$ cat src/rtl/twdl_pkg.sv
// Shared constants, FSM state type and lane typedefs for the twiddle index generator.
package twdl_pkg;

  localparam int N_LANE    = 5;
  localparam int MAX_RADIX = 5;
  localparam int WDATA_DEF = 30;
  localparam int WIDX_DEF  = 12;

  typedef enum logic [1:0] {
    ST_IDLE  = 2'd0,
    ST_CALC  = 2'd1,
    ST_READY = 2'd2,
    ST_RUN   = 2'd3
  } state_t;

  typedef logic signed [WDATA_DEF-1:0] lane_t;
  typedef lane_t                       lane_vec_t [N_LANE];

  function automatic logic is_legal_radix(input logic [2:0] r);
    return (r >= 3'd2) && (r <= 3'(MAX_RADIX));
  endfunction

endpackage

$ cat src/rtl/twdl_cfg_div.sv
// Restoring divider L / r: one quotient bit per cycle, done pulses after wIdx cycles.
module twdl_cfg_div #(
  parameter int wIdx = 12
) (
  input  logic            clk,
  input  logic            rst,
  input  logic            start_i,
  input  logic [wIdx-1:0] dividend_i,
  input  logic [2:0]      divisor_i,
  output logic            done_o,
  output logic [wIdx-1:0] quotient_o,
  output logic            rem_nz_o
);

  localparam int CW = $clog2(wIdx + 1);

  logic            run_q;
  logic            done_q;
  logic [CW-1:0]   cnt_q;
  logic [wIdx-1:0] rem_q;
  logic [wIdx-1:0] quo_q;
  logic [wIdx-1:0] dvs_q;

  // The running remainder stays below the divisor, so its top bit is never shifted out.
  function automatic logic [2*wIdx-1:0] div_step(input logic [wIdx-1:0] rem,
                                                 input logic [wIdx-1:0] quo,
                                                 input logic [wIdx-1:0] dvs);
    logic [wIdx-1:0] trial;
    trial = {rem[wIdx-2:0], quo[wIdx-1]};
    if (trial >= dvs) return {trial - dvs, quo[wIdx-2:0], 1'b1};
    else              return {trial, quo[wIdx-2:0], 1'b0};
  endfunction

  always_ff @(posedge clk or posedge rst) begin
    if (rst) begin
      run_q  <= 1'b0;
      done_q <= 1'b0;
      cnt_q  <= '0;
    end else begin
      done_q <= 1'b0;
      if (start_i) begin
        run_q <= 1'b1;
        cnt_q <= CW'(wIdx - 1);
      end else if (run_q) begin
        cnt_q <= cnt_q - CW'(1);
        if (cnt_q == CW'(1)) begin
          run_q  <= 1'b0;
          done_q <= 1'b1;
        end
      end
    end
  end

  // The first quotient bit is resolved on the start edge itself.
  always_ff @(posedge clk) begin
    if (start_i) begin
      dvs_q          <= {{(wIdx-3){1'b0}}, divisor_i};
      {rem_q, quo_q} <= div_step('0, dividend_i, {{(wIdx-3){1'b0}}, divisor_i});
    end else if (run_q) begin
      {rem_q, quo_q} <= div_step(rem_q, quo_q, dvs_q);
    end
  end

  assign done_o     = done_q;
  assign quotient_o = quo_q;
  assign rem_nz_o   = |rem_q;

endmodule

$ cat src/rtl/twdl_idx_gen.sv
// Twiddle numerator/denominator generator ahead of the CTA multiplier, one-cycle latency.
// Optional macro TWDL_IDX_DROP_CNT_EN adds a saturating drop_cnt output.
module twdl_idx_gen
  import twdl_pkg::*;
#(
  parameter int wDataInOut = WDATA_DEF,
  parameter int wIdx       = WIDX_DEF
) (
  input  logic                         clk,
  input  logic                         rst,
  input  logic                         cfg_load,
  input  logic [2:0]                   cfg_factor,
  input  logic [wIdx-1:0]              cfg_demontr,
  output logic                         cfg_busy,
  output logic                         cfg_err,
  input  logic                         in_val,
  input  logic signed [wDataInOut-1:0] din_real [N_LANE],
  input  logic signed [wDataInOut-1:0] din_imag [N_LANE],
  output logic                         out_val,
  output logic signed [wDataInOut-1:0] dout_real [N_LANE],
  output logic signed [wDataInOut-1:0] dout_imag [N_LANE],
  output logic [2:0]                   factor,
  output logic [wIdx-1:0]              twdl_numrtr [N_LANE],
  output logic [wIdx-1:0]              twdl_demontr,
  output logic                         blk_last,
  output logic                         drop
`ifdef TWDL_IDX_DROP_CNT_EN
 ,output logic [7:0]                   drop_cnt
`endif
);

  state_t state_q, state_d, prev_q, prev_d, post_st;

  logic [2:0]      r_q, pend_r_q;
  logic [wIdx-1:0] l_q, pend_l_q, q_q, m_q;
  logic [wIdx-1:0] acc_q [N_LANE];

  logic            div_start, div_done, div_rem_nz, div_ok, commit;
  logic [wIdx-1:0] div_quo;
  logic            accept, last, cfg_rej;

  logic                         out_val_q, blk_last_q, drop_q, cfg_err_q;
  logic signed [wDataInOut-1:0] dr_q [N_LANE];
  logic signed [wDataInOut-1:0] di_q [N_LANE];
  logic [wIdx-1:0]              num_q [N_LANE];

  assign div_start = cfg_load && (state_q == ST_IDLE || state_q == ST_READY)
                     && is_legal_radix(cfg_factor) && (cfg_demontr != '0);
  assign cfg_rej   = cfg_load && !div_start;
  assign div_ok    = !div_rem_nz && (div_quo != '0);
  assign commit    = div_done && div_ok;
  assign accept    = in_val && (state_q == ST_READY || state_q == ST_RUN);
  assign last      = (m_q == q_q - wIdx'(1));

  twdl_cfg_div #(.wIdx(wIdx)) u_div (
    .clk       (clk),
    .rst       (rst),
    .start_i   (div_start),
    .dividend_i(cfg_demontr),
    .divisor_i (cfg_factor),
    .done_o    (div_done),
    .quotient_o(div_quo),
    .rem_nz_o  (div_rem_nz)
  );

  // A failed division falls back to prev_q, which already includes any vector accepted on the load cycle.
  always_comb begin
    state_d = state_q;
    prev_d  = prev_q;
    post_st = state_q;
    if (accept) post_st = last ? ST_READY : ST_RUN;
    case (state_q)
      ST_IDLE: begin
        if (div_start) begin
          state_d = ST_CALC;
          prev_d  = ST_IDLE;
        end
      end
      ST_READY, ST_RUN: begin
        state_d = post_st;
        if (div_start) begin
          state_d = ST_CALC;
          prev_d  = post_st;
        end
      end
      ST_CALC: begin
        if (div_done) state_d = div_ok ? ST_READY : prev_q;
      end
      default: state_d = ST_IDLE;
    endcase
  end

  always_ff @(posedge clk or posedge rst) begin
    if (rst) begin
      state_q   <= ST_IDLE;
      prev_q    <= ST_IDLE;
      cfg_err_q <= 1'b0;
    end else begin
      state_q   <= state_d;
      prev_q    <= prev_d;
      cfg_err_q <= cfg_rej || (div_done && !div_ok);
    end
  end

  always_ff @(posedge clk) begin
    if (div_start) begin
      pend_r_q <= cfg_factor;
      pend_l_q <= cfg_demontr;
    end
  end

  // Lane accumulators hold i*m for the next accepted vector; lanes at or above r stay zero.
  always_ff @(posedge clk or posedge rst) begin
    if (rst) begin
      r_q <= '0;
      l_q <= '0;
      q_q <= '0;
      m_q <= '0;
      for (int i = 0; i < N_LANE; i++) acc_q[i] <= '0;
    end else if (commit) begin
      r_q <= pend_r_q;
      l_q <= pend_l_q;
      q_q <= div_quo;
      m_q <= '0;
      for (int i = 0; i < N_LANE; i++) acc_q[i] <= '0;
    end else if (accept) begin
      if (last) begin
        m_q <= '0;
        for (int i = 0; i < N_LANE; i++) acc_q[i] <= '0;
      end else begin
        m_q <= m_q + wIdx'(1);
        for (int i = 0; i < N_LANE; i++)
          if (3'(i) < r_q) acc_q[i] <= acc_q[i] + wIdx'(i);
      end
    end
  end

  // Output stage: one register between input vector and output vector.
  always_ff @(posedge clk or posedge rst) begin
    if (rst) begin
      out_val_q  <= 1'b0;
      blk_last_q <= 1'b0;
      drop_q     <= 1'b0;
      for (int i = 0; i < N_LANE; i++) begin
        dr_q[i]  <= '0;
        di_q[i]  <= '0;
        num_q[i] <= '0;
      end
    end else begin
      out_val_q  <= accept;
      drop_q     <= in_val && !accept;
      blk_last_q <= accept && last;
      for (int i = 0; i < N_LANE; i++) begin
        dr_q[i]  <= accept ? din_real[i] : '0;
        di_q[i]  <= accept ? din_imag[i] : '0;
        num_q[i] <= accept ? acc_q[i] : '0;
      end
    end
  end

`ifdef TWDL_IDX_DROP_CNT_EN
  logic [7:0] drop_cnt_q;

  always_ff @(posedge clk or posedge rst) begin
    if (rst)                                    drop_cnt_q <= '0;
    else if (commit)                            drop_cnt_q <= '0;
    else if (in_val && !accept && drop_cnt_q != 8'hFF) drop_cnt_q <= drop_cnt_q + 8'd1;
  end

  assign drop_cnt = drop_cnt_q;
`endif

  assign cfg_busy     = (state_q == ST_CALC);
  assign cfg_err      = cfg_err_q;
  assign out_val      = out_val_q;
  assign dout_real    = dr_q;
  assign dout_imag    = di_q;
  assign twdl_numrtr  = num_q;
  assign factor       = r_q;
  assign twdl_demontr = l_q;
  assign blk_last     = blk_last_q;
  assign drop         = drop_q;

endmodule

$ cat config.mk
export PLATFORM = sky130hd
export DESIGN_NAME = twdl_idx_gen
export DESIGN_NICKNAME = d
export VERILOG_FILES = /design/src/rtl/twdl_pkg.sv /design/src/rtl/twdl_cfg_div.sv /design/src/rtl/twdl_idx_gen.sv
export SDC_FILE = /design/constraint.sdc
export NUM_CORES = 1
export LEC_CHECK = 0
export CAP_MARGIN = 10
export CORE_AREA = 2 2 275 277
export DETAILED_ROUTE_END_ITERATION = 10
export DIE_AREA = 0 0 277 279
export SETUP_SLACK_MARGIN = 0.05
export SKIP_CTS_REPAIR_TIMING = 1
export SLEW_MARGIN = 10
export SYNTH_ARGS = -nofsm -noshare
export SYNTH_HDL_FRONTEND = slang
export SYNTH_SLANG_ARGS = --single-unit
$ cat constraint.sdc
create_clock -name clk -period 32.4 [get_ports clk]
set_input_delay 4.86 -clock clk [delete_from_list [all_inputs] [get_ports clk]]
set_output_delay 4.86 -clock clk [all_outputs]
set_load 0.01 [all_outputs]
==> impl_metrics.env, run 1 <==
export IMPL_outcome="complete, no violations"
export IMPL_place_congestion=0.868
export IMPL_finalPower_mw=1.81
export IMPL_yosysMostFrequentCell="dfrtp_1"
export IMPL_vias=14000
export IMPL_worstPathRequired_ps=33040
export IMPL_yosysTopAreaCell="dfrtp_1"
export IMPL_root_buffer="clkbuf_16"
export IMPL_synth_edf_count=39
export IMPL_die_area_um2=77300
export IMPL_crit_type="in -> async"
export IMPL_syn_area_per_cell_um2=11.8
export IMPL_cp_endpoint="dout_imag[104]"
export IMPL_hp_class="reg -> reg"
export IMPL_utilization_pct=37.4
export IMPL_max_freq_ghz=0.126
export IMPL_endpoint_kind="asynchronous set/reset pin"
export IMPL_cts_tree="built"
export IMPL_core_area_um2=74100
export IMPL_antenna_found_initial=13
export IMPL_rows=100
export IMPL_relSlewSlack_pct=20.9
export IMPL_cts_sinks=482
export IMPL_synthCells=1538
export IMPL_rrSetupSlack_ps=28910
export IMPL_grt_usage_pct=16.5
export IMPL_routedWlPerCell_um=20.4
export IMPL_r2r_end="acc_q[21]"
export IMPL_critPathLaunchType="input port"
export IMPL_layout_drive_gt1_share_pct=5.49
export IMPL_synth_area_top_cells="dfrtp_1 61%, and3_1 12%, edfxtp_1 6.5%"
export IMPL_gr_total_overflow=0
export IMPL_route_antenna_remaining_nets=0
export IMPL_timing_final_crit_share_pct=24.4
export IMPL_portBuffers=683
export IMPL_crit_arrival_ps=8550
export IMPL_io_pins=699
export IMPL_hold_path_depth=2
export IMPL_cts_buffers=54
export IMPL_first_iter_violations=633
export IMPL_die_width_um=277
export IMPL_htreeDepth=2
export IMPL_netlist_cell_type_count=61
export IMPL_syn_to_final_growth_pct=52.7
export IMPL_cts_max_path_buffers=3
export IMPL_path_clk_slew_ps=60
export IMPL_grt_pass1_wl_mm=97.0
export IMPL_syn_area_um2=18100
export IMPL_die_y_um=279
export IMPL_ir_drop_mv=0.0354
export IMPL_synth_seq_cells=482
export IMPL_post_route_min_period_ps=7910
export IMPL_yosys_warnings=0
export IMPL_fin_setup_tns_ps=0
export IMPL_synth_ff_type="dfrtp_1"
export IMPL_netlist_top_cells_count="443 x dfrtp_1, 355 x and3_1, 179 x nand2_1"
export IMPL_p_leak_nw=13.2
export IMPL_synthArstFlopShare_pct=91.9
export IMPL_stdcell_area_um2=27700
export IMPL_start_util_pct=24.5
export IMPL_hold_viol_final=0
export IMPL_nNetsFinal=2518
export IMPL_dp_hpwl_mm=47.0
export IMPL_report_final_setup_viol=0
export IMPL_yosysSeqAreaShare_pct=67.6
export IMPL_post_route_drc_count=0
export IMPL_drv_slew=0
export IMPL_grt_max_degree=133
export IMPL_drv_cap=0
export IMPL_clock_latency_ps=600
export IMPL_netlist_area_leader_share_pct=61.1
export IMPL_wl_mm=65.1
export IMPL_reg2regPathDepth=11
export IMPL_power_density_nw_per_um2=65.4
export IMPL_first_pass_iters=5
export IMPL_max_slew_worst_pin_slew_ps=1190
export IMPL_finalClockSkew_ps=13.1
export IMPL_vias_per_cell=4.39
export IMPL_cp_max_fo=110
export IMPL_r2r_start="q_q[0]"
export IMPL_startpoint="rst"
export IMPL_grt_setup_unrepaired="no"
export IMPL_grt_pass1_vias=14700
export IMPL_place_area_um2=25800
[critical path, cell delays in order]
cell             delay (ps)
clkdlybuf4s50_1         490
inv_8                   500
buf_4                   830
buf_4                   820
buf_4                   740
[worst min path at each step]
stage                     start              end  slack, ps
finish              pend_l_q[1]  twdl_demontr[1]        440
global route        pend_l_q[1]  twdl_demontr[1]        460
CTS                 pend_l_q[9]  twdl_demontr[9]        440
detailed placement  pend_l_q[1]  twdl_demontr[1]        430
global placement    pend_l_q[9]  twdl_demontr[9]        420
floorplan           pend_l_q[0]  twdl_demontr[0]        410
[cell type report]
cell class | instances | area (um^2)
Antenna cell | 3 | 7.51
Clock buffer | 79 | 1640
Clock inverter | 16 | 213
Fill cell | 7182 | 46400
Inverter | 26 | 105
Multi-Input combinational cell | 919 | 5270
Sequential cell | 482 | 12300
Tap cell | 969 | 1210
Timing Repair Buffer | 700 | 6970
[report_power, final]
part           switching [mW]  leakage (nW)  internal (mW)  total (mW)
sequential             0.0475          6.18          0.697       0.744
combinational           0.217          6.11          0.210       0.427
clock                   0.251         0.921          0.387       0.638
[cells by family (layout without fill, tap and decap cells)]
| kind of cell | after synthesis | count (layout) | share of synthesized area [%] |
|---|---|---|---|
| AND/OR/NAND/NOR | 735 | 735 | 21.7 |
| flip-flops | 482 | 482 | 67.6 |
| buffers and inverters | 151 | 821 | 3.64 |
| AO/OA/AOI/OAI | 99 | 99 | 3.31 |
| XOR/XNOR | 53 | 53 | 2.56 |
| adder cells (fa/ha/maj) | 16 | 16 | 1.15 |
| other | 1 | 18 | 0.0207 |
| multiplexers | 1 | 1 | 0.0552 |
[metrics by stage]
step                setup WS [ps]  instances  hold slack [ps]
floorplan                   15200       1552              415
global placement            23830       3096              424
detailed placement          23720       3096              427
CTS                         24360       3191              443
global route                23920       3192              460
finish                      24490       3194              442
[cells in the final DEF, fill, tap and decap left out, drive strengths merged, types with 2 or more instances in the layout]
cell type / count
clkdlybuf4s50: 682
dfrtp: 443
and3: 355
nand2: 179
clkbuf: 80
nor2: 79
nand3: 50
edfxtp: 39
o21ai: 32
xor2: 28
inv: 26
xnor2: 25
a21oi: 25
a31oi: 18
buf: 17
nor3: 15
ha: 15
conb: 15
nor4: 12
clkinv: 11
and2: 10
nand4: 6
nand3b: 5
bufinv: 5
o31ai: 4
or2: 4
diode: 3
a211oi: 3
or3: 3
nand2b: 3
or4: 2
or3b: 2
and3b: 2
a21boi: 2
nor3b: 2
o21a: 2
[metal layers]
layer / global-route usage [%] / share of wire, %
met1: 17.6 / 36
met2: 29.3 / 51
met3: 5.30 / 7.0
met4: 8.24 / 5.2
met5: 0 / 0.19
[sequential cells by signal, indices dropped and copies added, names as in the netlist, 45 cells and up]
register     flops
dout_real      150
dout_imag      150
twdl_numrtr     45
acc_q           45
Power figures use the tool's default switching activity.
==> inputs of run 2 (changes only) <==
--- a/config.mk
+++ b/config.mk
@@ -6,9 +6,9 @@
 export NUM_CORES = 1
 export LEC_CHECK = 0
 export CAP_MARGIN = 10
-export CORE_AREA = 2 2 275 277
+export CORE_AREA = 2 2 268 270
 export DETAILED_ROUTE_END_ITERATION = 10
-export DIE_AREA = 0 0 277 279
+export DIE_AREA = 0 0 270 272
 export SETUP_SLACK_MARGIN = 0.05
 export SKIP_CTS_REPAIR_TIMING = 1
 export SLEW_MARGIN = 10
==> constraint.sdc (replaced) <==
create_clock -name clk -period 8.1 [get_ports clk]
set_input_delay 1.215 -clock clk [delete_from_list [all_inputs] [get_ports clk]]
set_output_delay 1.215 -clock clk [all_outputs]
set_load 0.01 [all_outputs]
==> impl_metrics.env, run 2 (synthesized netlist as in run 1, its figures left out) <==
export IMPL_outcome="complete, no violations"
export IMPL_cts_max_path_buffers=3
export IMPL_stdcell_area_um2=27700
export IMPL_cts_tree="built"
export IMPL_root_buffer="clkbuf_16"
export IMPL_p_leak_nw=13.2
export IMPL_hold_ws_ps=443
export IMPL_routedWlPerCell_um=20.6
export IMPL_wl_mm=65.4
export IMPL_die_y_um=272
export IMPL_path_clk_slew_ps=60
export IMPL_dr_wl_met2_mm=34.2
export IMPL_cts_buffers=54
export IMPL_fin_setup_tns_ps=0
export IMPL_drv_slew=0
export IMPL_max_slew_worst_pin_slew_ps=1370
export IMPL_grt_pass1_wl_mm=98.0
export IMPL_cts_sinks=482
export IMPL_report_final_setup_viol=0
export IMPL_max_freq_ghz=0.272
export IMPL_clock_latency_ps=610
export IMPL_portBuffers=683
export IMPL_cp_max_fo=24
export IMPL_first_pass_iters=5
export IMPL_hp_class="reg -> reg"
export IMPL_die_area_um2=73400
export IMPL_route_antenna_remaining_nets=0
export IMPL_antenna_found_initial=2
export IMPL_htreeDepth=2
export IMPL_layout_drive_gt1_share_pct=5.48
export IMPL_vias_per_cell=4.44
export IMPL_ir_drop_mv=0.246
export IMPL_wl_met1_mm=25.7
export IMPL_grt_pass1_vias=14800
export IMPL_die_width_um=270
export IMPL_dr_max_layer_used="met4"
export IMPL_finalClockSkew_ps=16.4
export IMPL_post_route_min_period_ps=3680
export IMPL_first_iter_violations=892
export IMPL_timing_final_crit_share_pct=45.4
export IMPL_crit_arrival_ps=3770
export IMPL_grt_max_degree=266
export IMPL_hold_viol_final=0
export IMPL_dp_hpwl_mm=46.5
export IMPL_nNetsFinal=2515
export IMPL_syn_to_final_growth_pct=53.0
export IMPL_gr_total_overflow=0
export IMPL_vias=14100
export IMPL_rows=98
export IMPL_power_density_nw_per_um2=264
export IMPL_layout_commonest_cell="clkdlybuf4s50_1"
export IMPL_most_common_layout_cells="682 x clkdlybuf4s50_1, 442 x dfrtp_1, 355 x and3_1"
export IMPL_relSlewSlack_pct=8.69
export IMPL_critPathLaunchType="input port"
export IMPL_worstPathRequired_ps=8190
export IMPL_start_util_pct=25.6
export IMPL_endpoint_kind="register"
export IMPL_post_route_drc_count=0
export IMPL_drv_cap=0
export IMPL_core_area_um2=70800
export IMPL_crit_type="in -> reg"
export IMPL_wl_met3_mm=3.65
export IMPL_grt_setup_unrepaired="no"
export IMPL_place_area_um2=25800
export IMPL_grt_usage_pct=17.5
export IMPL_place_congestion=0.893
export IMPL_io_pins=699
[run 2: cell types whose count changed in the layout (fill, tap and decap cells not counted), moves of 2 or more]
cell	delta
clkbuf_1	+3
clkinvlp_4	+7
clkbuf_8	-5
bufinv_16	+3
buf_4	-6
inv_6	+2
clkinv_2	-2
buf_12	+3
[run 2: final cells by class]
cell class,count,area (um^2)
flip-flops and latches,482,12300
multi-input cells,919,5270
diodes,2,5.00
repair buffers,697,6980
inverters,26,101
clock buffers,77,1580
well taps,950,1190
clock inverters,24,347
fillers,6769,43000
[run 2: metal layers]
layer	vias to the layer above	GRT usage [%]
li1	6497	-
met1	7071	20.6
met2	453	31.7
met3	89	3.83
met4	0	5.23
met5	-	0
[run 2: stage by stage]
stage | utilization [%] | setup WS (ps) | total power, mW | std cells
CTS | 39.2 | 4340 | 7.44 | 3175
global placement | 36.5 | 3780 | 4.71 | 3074
detailed placement | 36.5 | 3700 | 4.75 | 3074
global route | 39.2 | 4240 | 7.68 | 3175
finish | 39.2 | 4420 | 7.33 | 3177
floorplan | - | 898 | 3.77 | 1552
[run 2: worst max-delay path, stage by stage]
cell and delay (ps):
clkdlybuf4s50_1 450, nor4_1 670, nand3_1 210, nand4b_1 250, buf_4 300, nand2b_1 650
[run 2: worst paths after layout]
kind,start,end,slack (ps),depth (start not counted)
max,cfg_demontr[4],u_div.quotient_o[2],4420,6
min,pend_l_q[9],twdl_demontr[9],440,2
max reg2reg,u_div.quotient_o[11],u_div.rem_q[11],4810,9
min reg2reg,pend_l_q[9],twdl_demontr[9],440,2
max in group asynchronous,rst,dout_imag[84],5490,3
min in group asynchronous,rst,dout_real[89],1170,2
[run 2: report_power, final]
group | total [mW] | internal (mW) | switching, mW
clock | 2.64 | 1.61 | 1.03
combinational | 1.68 | 0.843 | 0.839
sequential | 3.00 | 2.79 | 0.217
total | 7.33 | 5.24 | 2.08
